## config.mk

```make
export PLATFORM = sky130hd
export DESIGN_NAME = sc_et_sched_flat
export DESIGN_NICKNAME = d
export VERILOG_FILES = /design/src/rtl/sc_pkg.sv /design/src/rtl/sc_et_sched_if.sv /design/src/rtl/sc_et_check.sv /design/src/rtl/sc_et_sched.sv /design/src/flat_wrapper.sv
export SDC_FILE = /design/constraint.sdc
export NUM_CORES = 1
export LEC_CHECK = 0
export BUFFER_PORTS_ARGS = -buffer_cell sky130_fd_sc_hd__clkbuf_2
export CAP_MARGIN = 20
export CORE_UTILIZATION = 30
export CTS_CLUSTER_SIZE = 8
export DETAILED_ROUTE_END_ITERATION = 6
export PLACE_DENSITY = 0.58
export SYNTH_ARGS = -nofsm -noshare
export SYNTH_HDL_FRONTEND = slang
export SYNTH_SLANG_ARGS = --single-unit
export TNS_END_PERCENT = 50
```

## constraint.sdc

```tcl
create_clock -name clk -period 2.3 [get_ports clk]
set_clock_uncertainty 0.15 [all_clocks]
set_input_delay 0 -clock clk [delete_from_list [all_inputs] [get_ports clk]]
set_output_delay 0 -clock clk [all_outputs]
set_load 0.01 [all_outputs]
```

## src/rtl/sc_pkg.sv

```systemverilog
// Shared types and helpers for the stochastic-computing run controller:
// FSM state encoding, result record and stream-length clamping.
package sc_pkg;

    localparam int SC_TW = 8;
    localparam int SC_LW = SC_TW + 1;

    typedef enum logic [1:0] {
        IDLE,
        LOAD,
        RUN,
        DONE
    } state_t;

    typedef struct packed {
        logic [SC_LW-1:0] ones;
        logic [SC_LW-1:0] len;
        logic             dec;
        logic             early;
        logic             err;
    } result_t;

    // A zero or over-long request means "run the whole SNG period" (2^tw bits).
    function automatic logic [SC_LW-1:0] clamp_len(input logic [SC_LW-1:0] len, input int tw);
        logic [SC_LW-1:0] full_len;
        full_len = SC_LW'(1) << tw;
        if (len == '0 || len > full_len) begin
            return full_len;
        end
        return len;
    endfunction

endpackage

```

## src/rtl/sc_et_sched_if.sv

```systemverilog
// Job request, SNG control and result signals of the run controller.
// The controller takes the slave modport; the job source/sink and SNG model take master.
interface sc_et_sched_if
    import sc_pkg::*;
#(
    parameter int N  = 2,
    parameter int W  = 4,
    parameter int LW = SC_LW
);

    logic          req_valid;
    logic          req_ready;
    logic [N*W-1:0] req_bxs;
    logic [LW-1:0] req_len;
    logic [LW-1:0] req_thr;

    logic          sng_rst_n;
    logic [N*W-1:0] sng_bxs;
    logic          sng_done;
    logic          z_bit;

    logic          res_valid;
    logic          res_ready;
    logic [LW-1:0] res_ones;
    logic [LW-1:0] res_len;
    logic          res_dec;
    logic          res_early;
    logic          res_err;

    modport slave (
        input  req_valid, req_bxs, req_len, req_thr, sng_done, z_bit, res_ready,
        output req_ready, sng_rst_n, sng_bxs,
               res_valid, res_ones, res_len, res_dec, res_early, res_err
    );

    modport master (
        output req_valid, req_bxs, req_len, req_thr, sng_done, z_bit, res_ready,
        input  req_ready, sng_rst_n, sng_bxs,
               res_valid, res_ones, res_len, res_dec, res_early, res_err
    );

endinterface

```

## src/rtl/sc_et_check.sv

```systemverilog
// Combinational termination test on post-update counters: full length reached,
// decision already fixed (threshold met, or unreachable with the bits left), and the decision.
module sc_et_check
    import sc_pkg::*;
#(
    parameter int LW = SC_LW
) (
    input  logic [LW-1:0] ones_i,
    input  logic [LW-1:0] bits_i,
    input  logic [LW-1:0] len_i,
    input  logic [LW-1:0] thr_i,
    output logic          term_full_o,
    output logic          term_early_o,
    output logic          dec_o
);

    // ones <= bits <= len, so the best reachable count never exceeds len and cannot wrap.
    logic [LW-1:0] reach;

    assign reach        = ones_i + (len_i - bits_i);
    assign term_full_o  = (bits_i == len_i);
    assign dec_o        = (ones_i >= thr_i);
    assign term_early_o = dec_o || (reach < thr_i);

endmodule

```

## src/rtl/sc_et_sched.sv

```systemverilog
// Run controller for the bit-pattern-counter SNG: accepts a job, resets and runs the SNG,
// counts ones on z_bit and reports the threshold decision. Define SC_ET_EN for early termination.
module sc_et_sched
    import sc_pkg::*;
#(
    parameter int N  = 2,
    parameter int W  = 4,
    parameter int TW = SC_TW,
    parameter int LW = TW + 1
) (
    input  logic           clk,
    input  logic           rst_n,
    sc_et_sched_if.slave   bus
);

    state_t         state_q;
    logic           req_ready_q;
    logic           sng_rst_n_q;
    logic           res_valid_q;
    logic [N*W-1:0] bxs_q;
    logic [LW-1:0]  len_q;
    logic [LW-1:0]  thr_q;
    logic [LW-1:0]  ones_q;
    logic [LW-1:0]  bits_q;
    result_t        res_q;

    logic [LW-1:0]  ones_d;
    logic [LW-1:0]  bits_d;
    result_t        res_d;
    logic           term_full;
    logic           term_early;
    logic           dec;
    logic           early_hit;
    logic           err_hit;
    logic           term;

    assign ones_d = ones_q + LW'(bus.z_bit);
    assign bits_d = bits_q + LW'(1);

    sc_et_check #(
        .LW (LW)
    ) u_check (
        .ones_i       (ones_d),
        .bits_i       (bits_d),
        .len_i        (len_q),
        .thr_i        (thr_q),
        .term_full_o  (term_full),
        .term_early_o (term_early),
        .dec_o        (dec)
    );

`ifdef SC_ET_EN
    assign early_hit = term_early && !term_full;
`else
    logic unused_term_early;
    assign unused_term_early = term_early;
    assign early_hit         = 1'b0;
`endif

    // Priority full > early > err; sng_done only matters while bits are still owed.
    assign err_hit = bus.sng_done && !term_full && !early_hit;
    assign term    = term_full || early_hit || err_hit;

    always_comb begin
        res_d       = '0;
        res_d.ones  = ones_d;
        res_d.len   = bits_d;
        res_d.dec   = dec;
        res_d.early = early_hit;
        res_d.err   = err_hit;
    end

    // NOTE: every register updates with <= so all branches see the pre-edge values of each other.
    always_ff @(posedge clk) begin
        if (!rst_n) begin
            state_q     <= IDLE;
            req_ready_q <= 1'b1;
            sng_rst_n_q <= 1'b0;
            res_valid_q <= 1'b0;
            bxs_q       <= '0;
            len_q       <= '0;
            thr_q       <= '0;
            ones_q      <= '0;
            bits_q      <= '0;
            res_q       <= '0;
        end else begin
            case (state_q)
                IDLE: begin
                    if (bus.req_valid) begin
                        bxs_q       <= bus.req_bxs;
                        len_q       <= clamp_len(bus.req_len, TW);
                        thr_q       <= bus.req_thr;
                        ones_q      <= '0;
                        bits_q      <= '0;
                        req_ready_q <= 1'b0;
                        state_q     <= LOAD;
                    end
                end
                LOAD: begin
                    sng_rst_n_q <= 1'b1;
                    state_q     <= RUN;
                end
                RUN: begin
                    ones_q <= ones_d;
                    bits_q <= bits_d;
                    if (term) begin
                        res_q       <= res_d;
                        res_valid_q <= 1'b1;
                        sng_rst_n_q <= 1'b0;
                        state_q     <= DONE;
                    end
                end
                DONE: begin
                    if (bus.res_ready) begin
                        res_valid_q <= 1'b0;
                        req_ready_q <= 1'b1;
                        state_q     <= IDLE;
                    end
                end
                default: state_q <= IDLE;
            endcase
        end
    end

    assign bus.req_ready = req_ready_q;
    assign bus.sng_rst_n = sng_rst_n_q;
    assign bus.sng_bxs   = bxs_q;
    assign bus.res_valid = res_valid_q;
    assign bus.res_ones  = res_q.ones;
    assign bus.res_len   = res_q.len;
    assign bus.res_dec   = res_q.dec;
    assign bus.res_early = res_q.early;
    assign bus.res_err   = res_q.err;

endmodule

```

## src/flat_wrapper.sv

```systemverilog
// flat-port wrapper written by rule: the top's interface ports become plain ports
module sc_et_sched_flat import sc_pkg::*;
#(
    parameter int N  = 2,
    parameter int W  = 4,
    parameter int TW = SC_TW,
    parameter int LW = TW + 1
)
  (clk, rst_n, bus_req_valid, bus_req_bxs, bus_req_len, bus_req_thr, bus_sng_done, bus_z_bit, bus_res_ready, bus_req_ready, bus_sng_rst_n, bus_sng_bxs, bus_res_valid, bus_res_ones, bus_res_len, bus_res_dec, bus_res_early, bus_res_err);
  sc_et_sched_if #(.N(N), .W(W), .LW(LW)) bus_i ();
  input  logic clk;
  input  logic rst_n;
  input wire logic [$bits(bus_i.req_valid)-1:0] bus_req_valid;
  input wire logic [$bits(bus_i.req_bxs)-1:0] bus_req_bxs;
  input wire logic [$bits(bus_i.req_len)-1:0] bus_req_len;
  input wire logic [$bits(bus_i.req_thr)-1:0] bus_req_thr;
  input wire logic [$bits(bus_i.sng_done)-1:0] bus_sng_done;
  input wire logic [$bits(bus_i.z_bit)-1:0] bus_z_bit;
  input wire logic [$bits(bus_i.res_ready)-1:0] bus_res_ready;
  output wire logic [$bits(bus_i.req_ready)-1:0] bus_req_ready;
  output wire logic [$bits(bus_i.sng_rst_n)-1:0] bus_sng_rst_n;
  output wire logic [$bits(bus_i.sng_bxs)-1:0] bus_sng_bxs;
  output wire logic [$bits(bus_i.res_valid)-1:0] bus_res_valid;
  output wire logic [$bits(bus_i.res_ones)-1:0] bus_res_ones;
  output wire logic [$bits(bus_i.res_len)-1:0] bus_res_len;
  output wire logic [$bits(bus_i.res_dec)-1:0] bus_res_dec;
  output wire logic [$bits(bus_i.res_early)-1:0] bus_res_early;
  output wire logic [$bits(bus_i.res_err)-1:0] bus_res_err;
  assign bus_i.req_valid = bus_req_valid;
  assign bus_i.req_bxs = bus_req_bxs;
  assign bus_i.req_len = bus_req_len;
  assign bus_i.req_thr = bus_req_thr;
  assign bus_i.sng_done = bus_sng_done;
  assign bus_i.z_bit = bus_z_bit;
  assign bus_i.res_ready = bus_res_ready;
  assign bus_req_ready = bus_i.req_ready;
  assign bus_sng_rst_n = bus_i.sng_rst_n;
  assign bus_sng_bxs = bus_i.sng_bxs;
  assign bus_res_valid = bus_i.res_valid;
  assign bus_res_ones = bus_i.res_ones;
  assign bus_res_len = bus_i.res_len;
  assign bus_res_dec = bus_i.res_dec;
  assign bus_res_early = bus_i.res_early;
  assign bus_res_err = bus_i.res_err;
  sc_et_sched #(.N(N), .W(W), .TW(TW), .LW(LW)) u_core (.clk(clk), .rst_n(rst_n), .bus(bus_i));
endmodule
```

==> run_results.csv, run 1 <==
group,metric,value,unit
layout,final_area,5046,um^2
worst_setup_path,cp.required,2.41,ns
power,p_leak,2.102,nW
sta,maxSlewViolCount,0,
synthesis,yosysWarnings,0,
min_path,hold_path_class,"in -> reg",
worst_setup_path,worst-path-max-fanout,5,
floorplanning,pin_count,64,
floorplanning,die_area,12130,um^2
grt,grt_usage,0.1592,
worst_setup_path,endpoint_kind,"flop",
clock_network,clockBufferDepth,2,
placed_design,dp_hpwl,6291,um
sta,slew_headroom,0.5361,
placed_design,gp_congestion,0.8737,
sta,rsz0062_at_grt,"true",
synthesis,ys_ff_latch,69,
clock_network,cts_htree_levels,3,
sta,fin_crit,2.523,ns
layout,final_nets,594,
power,power,4.194,mW
worst_setup_path,worstReg2RegStart,"u_core.bits_q[1]",
worst_setup_path,critPathTopFamily,"simple AND/OR/NAND/NOR gates",
synthesis,synth-async-reset-ratio,0,
synthesis,synth_top_flop_cell,"dfxtp_1",
route,drc,0,
worst_setup_path,worstSetupStartpointType,"flop",
floorplanning,fp.dieH,110.1,um
worst_setup_path,critPathSlowestCell,"or3_1",
layout,final-seq-area,1385,um^2
floorplanning,fp.coreArea,11420,um^2
sta,hold_viol,0,
worst_setup_path,path_buf_inv,1,
clock_network,path_clk_slew,0.06,ns
synthesis,seq_area_frac_synth,0.3939,
placed_design,place_worst_setup_slack,-0.2217,ns
layout,final_common_cell,"nand2_1",
synthesis,netlist-cell-type-count,43,
power,peakVddDrop,357.2,uV
grt,grt_max_degree,51,
clock_network,clock_sinks,69,
route,routed_via_density,4.787,
route,wl,9250,um
min_path,worstHoldStart,"bus_z_bit",
clock_network,root_buffer,"clkbuf_16",
layout,drive_above_1_share,0.2940,
grt,grt.overflow.total,0,
sta,period_share,1.097,
status,status,"complete, but fails checks",
worst_setup_path,startpoint,"u_core.bits_q[1]",
grt,grt_pass1_wl,14810,um
clock_network,cts_tree,"built",
worst_setup_path,crit_type,"reg -> reg",
sta,setup_tns,-3.892,ns
route,ant_nets,0,
synthesis,synth_nets,475,
sta,fmax,396.4,MHz
layout,layout_common_cells,"nand2_1, dfxtp_1, clkbuf_2",
sta,fin_ws,-0.2228,ns
worst_setup_path,slowest_delay,0.38,ns
layout,nFillCells,1130,
clock_network,clock_latency,0.33,ns
sta,finalSetupViolCount,23,
floorplanning,dieWidth,110.1,um
flow_run,cap_violations,0,
worst_setup_path,cp_data_arrival_time,2.64,ns
power,power_density,831.2,nW/um^2
grt,grt_pass1_vias,3095,
placed_design,port_buffers,62,
layout,area_growth,43.88,%
route,drtIter0Drc,168,
sta,whs,0.008659,ns
layout,multi_input_area,2132,um^2
status,violations,"setup timing",
synthesis,syn-cell-area,3507,um^2
route,wire_per_inst,13.33,um
placed_design,dpl_cell_area,4199,um^2
synthesis,syn_inst,427,
synthesis,syn_area_per_cell,8.213,um^2
worst_setup_path,crit_chain,"ha_4, xnor2_4, xnor2_2, or3_1, a311o_1, buf_4, nor3_4, o221a_4, mux2i_1",
clock_network,cts_made_buffers,9,
route,vias,3322,
floorplanning,start_util,0.3071,
synthesis,synth_edf_count,0,
layout,n_antenna_cell,0,
route,drt_first_pass_iters,4,
grt,antenna_found_initial,0,
sta,worst_slew_pin_slew,0.6958,ns
floorplanning,rows,39,
==> repair_timing <==
item                       CTS  global route
hold endpoints to repair    31             0
pin swaps                    0            11
buffers inserted             1             3
hold buffers                29             0
cloned                       1             1
setup endpoints to repair   23            23
resized for setup           13            36
==> worst reg2reg max path, stage by stage (launching register included) <==
cell     delay [ns]
dfxtp_2        0.33
ha_4           0.19
xnor2_4        0.14
xnor2_2        0.13
or3_1          0.38
a311o_1        0.34
buf_4          0.16
nor3_4         0.22
o221a_4        0.24
mux2i_1        0.17
==> per-layer routing <==
metal / part of all wire / track usage / up-vias / routed length [um]
li1: - / - / 1695 / -
met1: 0.48 / 0.2092 / 1552 / 4410
met2: 0.46 / 0.2531 / 65 / 4288
met3: 0.045 / 0.03175 / 10 / 418
met4: 0.014 / 0.06861 / 0 / 132
met5: 0 / 0 / - / 0
==> sequential cells by signal, indices dropped and copies added (netlist names) <==
register and cells:
u_core.bus.sng_bxs 8, u_core.bus.res_err 1, u_core.bus.req_ready 1, u_core.bits_q 9
u_core.thr_q 9, u_core.bus.res_len 9, u_core.bus.res_dec 1, u_core.len_q 9
u_core.ones_q 9, u_core.bus.res_ones 9, u_core.bus.res_valid 1, u_core.state_q 2
u_core.bus.sng_rst_n 1
==> worst paths after layout <==
path | end | slack [ns] | cells past startpoint
setup / recovery | u_core.state_q[1] | -0.22 | 9
hold / removal | u_core.bus.res_ones[0] | 0.009 | 4
setup reg to reg | u_core.state_q[1] | -0.22 | 9
hold reg to reg | u_core.bus.res_ones[2] | 0.30 | 2
==> stage by stage <==
| step | util | cells |
|---|---|---|
| global placement | 0.3677 | 643 |
| finish | 0.4419 | 694 |
| detailed placement | 0.3677 | 643 |
| floorplan | - | 427 |
| CTS | 0.4250 | 690 |
| global route | 0.4419 | 694 |
==> synthesized netlist by cell type (all sizes together) (4+ instances only) <==
cell | number | area (um^2)
a21boi | 23 | 172.7
a21oi | 20 | 100.1
a22oi | 8 | 60.06
and2 | 4 | 25.02
and3 | 8 | 50.05
buf | 11 | 73.82
clkbuf | 19 | 73.82
dfxtp | 69 | 1381
ha | 16 | 200.2
inv | 15 | 56.30
nand2 | 86 | 322.8
nand2b | 6 | 37.54
nand3 | 24 | 120.1
nand3b | 7 | 52.55
nor2 | 4 | 15.01
nor2b | 19 | 118.9
nor3 | 11 | 55.05
o211a | 5 | 50.05
o21a | 4 | 30.03
o21ai | 25 | 125.1
xnor2 | 15 | 138.9
xor2 | 7 | 61.31
==> cells by family (layout without fill, tap and decap cells) <==
family                     count (synthesis)  in the layout  share of synthesized area
AOI/OAI and AO/OA                         96             96                     0.1877
xor gates and xnor gates                  22             22                    0.05708
adders and majority gates                 16             16                    0.05708
buffers and inverters                     45            169                    0.05815
DFF                                       69             69                     0.3939
muxes                                      1              1                   0.002854
other                                      1              1                   0.001069
and+or+nand+nor                          177            177                     0.2422
==> final cells by class <==
| type | instances | share of cell area |
|---|---|---|
| Clock buffer | 9 | 0.04463 |
| Tap cell | 143 | 0.03546 |
| Multi-Input combinational cell | 313 | 0.4225 |
| Clock inverter | 7 | 0.01463 |
| Inverter | 15 | 0.01116 |
| Timing Repair Buffer | 138 | 0.1971 |
| Sequential cell | 69 | 0.2745 |
==> power breakdown <==
| part | switching (mW) | leakage, nW | internal [mW] |
|---|---|---|---|
| clock | 0.552 | 0.146 | 0.843 |
| combinational | 0.783 | 1.39 | 0.572 |
| sequential | 0.0998 | 0.562 | 1.35 |
Note: power is estimated with default switching activity, not from simulation.
==> run 2, diff against run 1 <==
PLACE_DENSITY = 0.56   (was 0.58)
SKIP_CTS_REPAIR_TIMING = 1   (was unset)
SYNTH_HIERARCHICAL = 1   (was unset)
clock period = 2.83 ns   (was 2.3 ns; I/O delays follow)
==> run 2 against run 1 <==
Effect of this change: the flow now finishes without violations; count of clock-buffer cells in the layout increased by 1; wire length fell by 6.7%; sequential share of layout area is 3.8 points higher; combinational power decreased by 38%; highest routed layer unchanged.
==> run_results.csv, run 2 <==
group,metric,value,unit
status,status,"finished clean",
worst_setup_path,reg2reg_slack,0.14,ns
flow_run,cap_violations,0,
clock_network,cts_tree,"built",
clock_network,clock_sinks,69,
worst_setup_path,path_buf_inv,2,
floorplanning,fp.dieH,107.6,um
layout,final_nets,554,
grt,grt.overflow.total,0,
sta,slew_headroom,0.4031,
floorplanning,start_util,0.3089,
worst_setup_path,crit_type,"reg -> reg",
power,p_leak,1.912,nW
floorplanning,fp.coreArea,10840,um^2
worst_setup_path,critPathTopFamily,"simple AND/OR/NAND/NOR gates",
clock_network,root_buffer,"clkbuf_8",
sta,fmax,371.4,MHz
layout,final-seq-area,1388,um^2
layout,layout.cells.non_filler,648,
sta,maxSlewViolCount,0,
clock_network,cts_made_buffers,9,
min_path,holdPathStages,4,
clock_network,path_clk_slew,0.08,ns
placed_design,dp_hpwl,5803,um
route,routed_via_density,4.770,
sta,setup_tns,0,ns
layout,drive_above_1_share,0.2579,
clock_network,clock_latency,0.35,ns
min_path,min_to,"u_core/bits_q[2]",
route,drc,0,
route,ant_nets,0,
placed_design,dp.cells,599,
grt,grt_max_degree,44,
placed_design,port_buffers,62,
worst_setup_path,worstSetupStartpointType,"flop",
power,power_switching,964.2,uW
power,power,2.839,mW
power,netSwitchingFraction,0.3396,
grt,grt_pass1_wl,12990,um
synthesis,syn_area_per_cell,8.329,um^2
worst_setup_path,cp_data_arrival_time,2.80,ns
floorplanning,dieWidth,107.6,um
worst_setup_path,cp.required,2.94,ns
worst_setup_path,critPathSlowestCell,"dfxtp_2",
layout,area_growth,32.74,%
power,p_int,1.875,mW
min_path,hold_path_class,"in -> reg",
worst_setup_path,worst-path-max-fanout,11,
sta,finalSetupViolCount,0,
worst_setup_path,ff2ff_path_depth,13,
worst_setup_path,worstReg2RegStart,"u_core/bits_q[1]",
worst_setup_path,crit_chain,"ha_2, nand3_2, nor2_4, xor2_2, xnor2_1, nand4_1, nor4_4, buf_4, nor2_1, nor2_2, buf_4, nor2_1, a211oi_1",
layout,multi_input_area,1882,um^2
power,power_density,638.8,nW/um^2
layout,layout_common_cells,"nand2_1, dfxtp_1, clkbuf_2",
sta,period_share,0.9515,
worst_setup_path,worstReg2RegEnd,"u_core/bus.res_len[0]",
synthesis,yosysWarnings,6,
grt,antenna_found_initial,0,
route,wire_per_inst,13.32,um
layout,nFillCells,1095,
power,peakVddDrop,278.3,uV
synthesis,synth_nets,452,
route,vias,3091,
power,p_seq_frac,0.430,
layout,n_antenna_cell,0,
power,combPwrFrac,0.296,
route,wl,8632,um
grt,grt_pass1_vias,2662,
grt,grt_usage,0.1458,
sta,rsz0062_at_grt,"true",
clock_network,cts_htree_levels,3,
clock_network,clockBufferDepth,2,
sta,fin_crit,2.693,ns
floorplanning,pin_count,64,
placed_design,place_worst_setup_slack,-0.05282,ns
synthesis,syn_inst,402,
layout,final_common_cell,"nand2_1",
worst_setup_path,path_depth,13,
floorplanning,rows,38,
worst_setup_path,slowest_delay,0.36,ns
sta,hold_viol,0,
power,pwr-share-clk,0.274,
min_path,worstHoldStart,"bus_req_valid",
route,drtIter0Drc,136,
sta,worst_slew_pin_slew,0.8933,ns
layout,final_util,0.4100,
placed_design,gp_congestion,0.7651,
worst_setup_path,endpoint_kind,"flop",
synthesis,syn-cell-area,3348,um^2
floorplanning,die_area,11590,um^2
sta,fin_ws,0.1374,ns
route,drt_first_pass_iters,4,
## run 2: worst register-to-register path: stages (launching register included)
cell,delay [ns]
dfxtp_2,0.36
ha_2,0.19
nand3_2,0.13
nor2_4,0.14
xor2_2,0.18
xnor2_1,0.14
nand4_1,0.18
nor4_4,0.27
buf_4,0.17
nor2_1,0.04
nor2_2,0.16
buf_4,0.22
nor2_1,0.06
a211oi_1,0.22
## run 2: area by class of cell
cell class / count / share of cell area
Sequential cell: 69 / 0.3122
Inverter: 17 / 0.01436
Timing Repair Buffer: 112 / 0.1700
Tap cell: 140 / 0.03941
Clock inverter: 5 / 0.01182
Clock buffer: 10 / 0.02872
Multi-Input combinational cell: 295 / 0.4234
## run 2: power groups by stage
stage | registers (mW) | clock network (mW) | logic (mW)
2_1_floorplan | 1.26 | 0 | 0.475
3_3_place_gp | 1.24 | 0 | 0.760
6_report | 1.22 | 0.778 | 0.841
4_1_cts | 1.22 | 0.795 | 0.779
3_5_place_dp | 1.24 | 0 | 0.773
5_1_grt | 1.24 | 0.833 | 0.941
## run 2: metrics by stage
stage / hold slack (ns) / cell area, um^2
after floorplan: -0.01404 / 3348
after global placement: 0.07297 / 3852
after detailed placement: 0.08150 / 3852
after CTS: -0.3074 / 4033
after global routing: 0.04950 / 4444
final: 0.006082 / 4444
## run 2: worst max-delay path by stage
stage | startpoint | endpoint
6_report | u_core/bits_q[1] | u_core/bus.res_len[0]
5_1_grt | u_core/ones_q[0] | u_core/bus.res_dec
4_1_cts | u_core/bits_q[1] | u_core/state_q[1]
3_5_place_dp | u_core/bits_q[1] | u_core/state_q[1]
3_3_place_gp | u_core/bits_q[1] | u_core/state_q[1]
2_1_floorplan | u_core/bits_q[0] | u_core/state_q[1]
## run 2: routing by layer
metal,share of wire,vias to the layer above,track usage
met3,0.034,12,0.03511
met4,0.017,0,0.06947
met2,0.47,59,0.2198
li1,-,1580,-
met1,0.48,1440,0.1944
met5,0,-,0
